[src/rtl/wb_queue.sv]
// wb_queue: write-back queue between the result-producing units and the
// register file's single write port.
//
// Completed results {addr, data} are buffered in a DEPTH-entry FIFO. The
// queue drains one entry per cycle into the register file whenever the
// write port is free. Operand reads can forward values that are still
// pending in the queue.
//
// Ports
//   iClk, iRst             clock; asynchronous active-high reset
//   iValid/oReady          producer handshake (oReady == !oFull)
//   iAddr, iData           incoming result (address 0 is accepted but dropped)
//   iHold                  register-file write port busy; suppresses drain
//   oWrite, oAddrC, oRegC  register-file write port (head entry, 0/0 when empty)
//   iLookA/B               operand read addresses
//   oHitA/B, oFwdA/B       newest pending value for iLookA/B (0 on miss)
//   oCount, oEmpty, oFull  occupancy
module wb_queue #(
  parameter int DEPTH  = 4,
  parameter int DATA_W = 32,
  parameter int ADDR_W = 5
) (
  input  logic                     iClk,
  input  logic                     iRst,
  input  logic                     iValid,
  output logic                     oReady,
  input  logic [ADDR_W-1:0]        iAddr,
  input  logic [DATA_W-1:0]        iData,
  input  logic                     iHold,
  output logic                     oWrite,
  output logic [ADDR_W-1:0]        oAddrC,
  output logic [DATA_W-1:0]        oRegC,
  input  logic [ADDR_W-1:0]        iLookA,
  input  logic [ADDR_W-1:0]        iLookB,
  output logic                     oHitA,
  output logic                     oHitB,
  output logic [DATA_W-1:0]        oFwdA,
  output logic [DATA_W-1:0]        oFwdB,
  output logic [$clog2(DEPTH):0]   oCount,
  output logic                     oEmpty,
  output logic                     oFull
);

  localparam int PW = $clog2(DEPTH);
  localparam int CW = PW + 1;

  logic [ADDR_W-1:0] addr_mem [DEPTH];
  logic [DATA_W-1:0] data_mem [DEPTH];
  logic [PW-1:0]     head;
  logic [PW-1:0]     tail;
  logic [CW-1:0]     count;
  logic              push_en;
  logic              drain_en;

  // Search the occupied entries oldest to newest so the newest match
  // overrides any older one. Register 0 never hits.
  function automatic logic [DATA_W:0] lookup(input logic [ADDR_W-1:0] look);
    logic [DATA_W:0] res;
    logic [PW-1:0]   idx;
    res = '0;
    for (int i = 0; i < DEPTH; i++) begin
      idx = head + PW'(i);
      if ((CW'(i) < count) && (look != '0) && (addr_mem[idx] == look))
        res = {1'b1, data_mem[idx]};
    end
    return res;
  endfunction

  assign oEmpty = (count == '0);
  assign oFull  = (count == CW'(DEPTH));
  assign oReady = !oFull;
  assign oCount = count;

  // A push to register 0 completes the handshake but is not stored.
  assign push_en  = iValid && oReady && (iAddr != '0);
  assign oWrite   = !oEmpty && !iHold;
  assign drain_en = oWrite;

  // Storage keeps stale data after a drain, so mask the port when empty.
  assign oAddrC = oEmpty ? '0 : addr_mem[head];
  assign oRegC  = oEmpty ? '0 : data_mem[head];

  assign {oHitA, oFwdA} = lookup(iLookA);
  assign {oHitB, oFwdB} = lookup(iLookB);

  // Queue state: enqueue at tail, dequeue at head.
  always_ff @(posedge iClk or posedge iRst) begin
    if (iRst) begin
      head  <= '0;
      tail  <= '0;
      count <= '0;
      for (int i = 0; i < DEPTH; i++) begin
        addr_mem[i] <= '0;
        data_mem[i] <= '0;
      end
    end else begin
      if (push_en) begin
        addr_mem[tail] <= iAddr;
        data_mem[tail] <= iData;
        tail           <= tail + PW'(1);
      end
      if (drain_en)
        head <= head + PW'(1);
      case ({push_en, drain_en})
        2'b10:   count <= count + CW'(1);
        2'b01:   count <= count - CW'(1);
        default: count <= count;
      endcase
    end
  end

endmodule

[config.mk]
export PLATFORM = sky130hd
export DESIGN_NAME = wb_queue
export DESIGN_NICKNAME = d
export VERILOG_FILES = /design/src/rtl/wb_queue.sv
export SDC_FILE = /design/constraint.sdc
export NUM_CORES = 1
export LEC_CHECK = 0
export CORE_AREA = 2 2 159 161
export CTS_CLUSTER_SIZE = 40
export DETAILED_ROUTE_END_ITERATION = 7
export DIE_AREA = 0 0 161 163
export GPL_TIMING_DRIVEN = 0
export PLACE_DENSITY = 0.74
export SLEW_MARGIN = 20
export SYNTH_ARGS = -nofsm -noshare
export SYNTH_HDL_FRONTEND = slang
export SYNTH_SLANG_ARGS = --single-unit
[constraint.sdc]
create_clock -name iClk -period 6.7 [get_ports iClk]
set_input_delay 1.34 -clock iClk [delete_from_list [all_inputs] [get_ports iClk]]
set_output_delay 1.34 -clock iClk [all_outputs]
set_load 0.01 [all_outputs]
; Word-level counts from Yosys, hierarchy flattened
; Cells that the tools add are included.
[word_totals]
ff_bits = 155
input_bits = 51
out_inout_bits = 110
elab_cells = 112
[op_classes]
n_addsub = 6
order_cmp = 10
eq_ne = 11
muxes = 41
n_bitwise = 5
reduce_logical = 28
[ops]
columns = op, count
row1 = 2-to-1 mux 32 bit, 10
row2 = 2-to-1 mux 33 bit, 8
row3 = binary-select mux 32 bit (select 2 bit), 4
row4 = bitwise mux 128 bit, 1
row5 = demux 32 bit (select 2 bit), 1
row6 = 2-to-1 mux 5 bit, 10
row7 = binary-select mux 5 bit (select 2 bit), 4
row8 = equality test 5 bit, 8
row9 = bitwise mux 20 bit, 1
row10 = logical AND 1 bit, 20
row11 = ">= comparator 3 bit, second input constant", 5
row12 = inverter 2 -> 3 bit, 5
row13 = nonzero test 5 bit, 3
row14 = demux 5 bit (select 2 bit), 1
row15 = "< comparator 1 x 3 -> 1 bit, first input constant", 2
row16 = "< comparator 2 x 3 -> 1 bit, first input constant", 2
row17 = one-hot mux 3 bit (2 select lines), 1
row18 = "adder 2 x 1 -> 2 bit, second input constant", 2
row19 = "adder 2 bit, second input constant", 2
row20 = "adder 3 x 1 -> 3 bit, second input constant", 1
row21 = "equality test 3 bit, second input constant", 1
row22 = zero test 1 bit, 3
row23 = zero test 3 bit, 1
row24 = "< comparator 3 x 1 -> 1 bit, second input constant", 1
row25 = 4 further kinds, 4

; Depth between registers and ports, before layout
[logic_depth]
ltp_word = 10
mapped_depth = 13
depth_no_buf = 9

; Worst setup path before layout
; No wires, ideal clock.
[synth_timing]
path_kind = input to output
startpoint = in iLookB[1]
endpoint = out oFwdB[12]
arrival_ps = 3374
path_slack_ps = 1986
stages = 9
path_buffers = 3
cell_sequence = clkbuf_1 > or4_1 > nor2_1 > nand3b_1 > nor2_4 > o211a_1 > buf_6 > buf_6 > a221o_1
[synth_via]
elab_chain_len = 7
word_cells_on_any_way = 17
cone_classes = eq/ne: 4 / mux: 4 / reduce/logical: 9
[synth_lines]
columns = element, line
row1 = from (decl), 34  ; input logic [ADDR_W-1:0] iLookB,
row2 = nonzero test 5 bit, 63  ; if ((CW'(i) < count) && (look != '0) && (addr_mem[idx] == look))
row3 = logical AND 1 bit (2 in series), 63
row4 = 2-to-1 mux 33 bit (3 in series), 63
row5 = 2-to-1 mux 33 bit *, 63
row6 = to (decl), 38  ; output logic [DATA_W-1:0] oFwdB,
; Mark *: on every way between the ends. The rest lies on a longest branch, timed or not.

; Final worst setup path
[layout_timing]
startpoint = in iLookB[1]
endpoint = out oFwdB[1]
; The elaborated chain is that of the path after synthesis.

==> flow_summary.json <==
{
  "port_buffers": 150,
  "synth_flop_cell": "dfrtp_1",
  "area_growth_pct": 20.54,
  "antennaDiodeCount": 0,
  "slew_headroom_pct": 30.51,
  "hold_violations": 0,
  "via_per_inst": 6.319,
  "grt-ovfl-total": 0,
  "synth_edf_count": 0,
  "seq_area_frac_synth_pct": 31.45,
  "p_total_uw": 9282,
  "clock_sinks": 155,
  "finalSetupTns_ns": 0,
  "async_flop_share_pct": 100.0,
  "drtAntennaViolNets": 0,
  "clk_latency_ns": 0.45,
  "cpMostUsedCell": "clkbuf_1",
  "finalWirelength_um": 42190,
  "die_w_um": 161,
  "holdBufCountCts": 0,
  "root_buffer": "clkbuf_16",
  "dr_total_vias": 11128,
  "netlist_instances": 1248,
  "final_nets": 1478,
  "critPathCaptureType": "output port",
  "drc": 0,
  "synth_top_cell_by_area": "dfrtp_1",
  "cts.clk_slew.worst_paths_ns": 0.06,
  "required_ns": 5.36,
  "antenna_found_initial": 0,
  "cts_setup_buffers": 0,
  "hpwl_um": 29830,
  "pwr-share-seq_pct": 19.8,
  "fin_crit_sh_pct": 89.05,
  "rsz0062_at_grt": "false",
  "layout-drive-gt1-share_pct": 23.62,
  "drv_cap": 0,
  "internal_power_uw": 4940,
  "gp_congestion": 0.9116,
  "r2r_slack_ns": 3.50,
  "hold_path.class": "reg2reg",
  "rows": 58,
  "start_kind": "input pin",
  "crit_arrival_ns": 4.63,
  "grt_pass1_vias": 11013,
  "layout_common_cells": "mux2_2, dfrtp_1, nand2_1",
  "ios": 161,
  "final.setup_skew_ns": 0.01313,
  "cts_tree": "done",
  "swShare_pct": 46.77,
  "core_mm2": 0.02467,
  "ys.warnings.count": 0,
  "grt_usage_pct": 31.98,
  "die_h_um": 163,
  "start_util_pct": 49.99,
  "clockBufferDepth": 2,
  "critPathMaxStageDelay_ns": 0.64,
  "post_drt_wl_per_cell_um": 23.96,
  "grt_first_pass_wirelength_um": 64010,
  "clock.fmax_ghz": 0.1676,
  "pwr_density_cell_mw_per_mm2": 624.3,
  "synth_top_area_share_pct": 31.45,
  "cp.buffers_inverters": 4,
  "ir_drop_v": 0.0003332,
  "yosys-top-cells-area": "dfrtp_1, mux2_2, mux2i_1",
  "drv_slew": 0,
  "post_cts_resized": 0,
  "drt_iter0_markers": 1225,
  "grt_start_max_net_pins": 103,
  "crit_slowest_cell": "clkbuf_1",
  "comb_power_share_pct": 69.6,
  "setup_viol": 0,
  "dieArea_mm2": 0.02624,
  "syn-cell-area_mm2": 0.01233,
  "syn_nets": 1308,
  "switchingPower_uw": 4342,
  "cp_cell_sequence": "clkbuf_1 -> or4_1 -> nor2_1 -> nor2b_1 -> nand4_1 -> buf_2 -> clkbuf_1 -> a221o_1 -> clkdlybuf4s50_1",
  "final_common_cell": "mux2_2",
  "fin_crit_ns": 5.966,
  "tightest_slew_ns": 1.042,
  "p_leak_uw": 0.006244,
  "numCtsBuffers": 17,
  "synth_cell_types": 50,
  "ys_seq_elements": 155,
  "run_status": "finished, final reports clean",
  "crit_type": "in2out",
  "crit_fanout": 10,
  "crit_family": "buffers and inverters",
  "firstDrtPassIters": 5,
  "fin_util_pct": 60.26,
  "cts.htree.levels": 4,
  "clkPwrFrac_pct": 10.7,
  "avgSynthCellArea_um2": 9.883
}
-- logic make-up after synthesis --
| logic type | after synthesis | synth area share, % |
|---|---|---|
| compound gates | 192 | 13.14 |
| xor+xnor | 54 | 3.835 |
| fa+ha+maj | 9 | 0.9130 |
| buf+inv | 126 | 4.879 |
| flops | 155 | 31.45 |
| mux | 372 | 33.48 |
| simple gates | 340 | 12.31 |
-- power by group through the flow --
stage                     logic [uW]  registers, uW  clock network [uW]
after floorplan                 4200           1710                   0
after global routing            6860           1890                1030
after CTS                       6350           1820                 990
after detailed placement        6290           1830                   0
after global placement          6210           1780                   0
final                           6460           1830                 990
-- Yosys cell counts (4+ instances only) --
master,instances
inv_1,18
ha_1,9
a221oi_2,32
clkbuf_1,60
xnor2_1,34
buf_6,12
mux2_2,213
o211a_1,4
nand3_1,7
nor2_1,107
mux2i_1,143
nor2b_1,14
nor3_1,7
mux4_2,7
buf_2,22
a211oi_1,10
o22a_1,29
buf_1,11
mux2i_2,7
and2_1,30
xor2_1,20
a21oi_1,12
nand2_1,152
a221o_1,29
o21ai_0,63
dfrtp_1,155
-- final cells by class --
type	count	area [um^2]
Buffer	108	534.3
Clock buffer	18	439.2
Clock inverter	14	145.1
Fill cell	2068	9806
Inverter	18	75.07
Multi-Input combinational cell	967	7854
Sequential cell	155	3879
Tap cell	330	412.9
Timing Repair Buffer	151	1529
-- metal layers --
metal	GRT usage [%]	routed length (um)
met4	14.45	1778
met5	0	0
met2	49.80	18940
met1	42.33	17460
met3	7.767	4014
-- flip-flops by register name, indices dropped and copies added, names as in the netlist --
register  count
oCount        3
addr_mem     20
data_mem    128
tail          2
head          2
-- metrics by stage --
stage | instances | hold WS [ns] | setup WS (ns) | instance area, um^2
after floorplan | 1248 | 0.4884 | 1.182 | 12330
after global placement | 1728 | 0.5012 | -0.9019 | 14250
after detailed placement | 1729 | 0.5094 | 0.8944 | 14280
after CTS | 1761 | 0.5274 | 0.8723 | 14870
after global routing | 1761 | 0.5414 | 0.7567 | 14870
final | 1761 | 0.5263 | 0.7337 | 14870
-- final timing paths --
path	to	from	depth (start not counted)
worst max-delay path	oFwdB[1]	iLookB[1]	9
worst min-delay path	data_mem[104]	data_mem[104]	1
worst max register to register	data_mem[53]	oCount[0]	8
worst min register to register	data_mem[104]	data_mem[104]	1
max in group asynchronous	data_mem[14]	iRst	3
min in group asynchronous	data_mem[92]	iRst	2
Note: power is estimated with default switching activity, not from simulation.
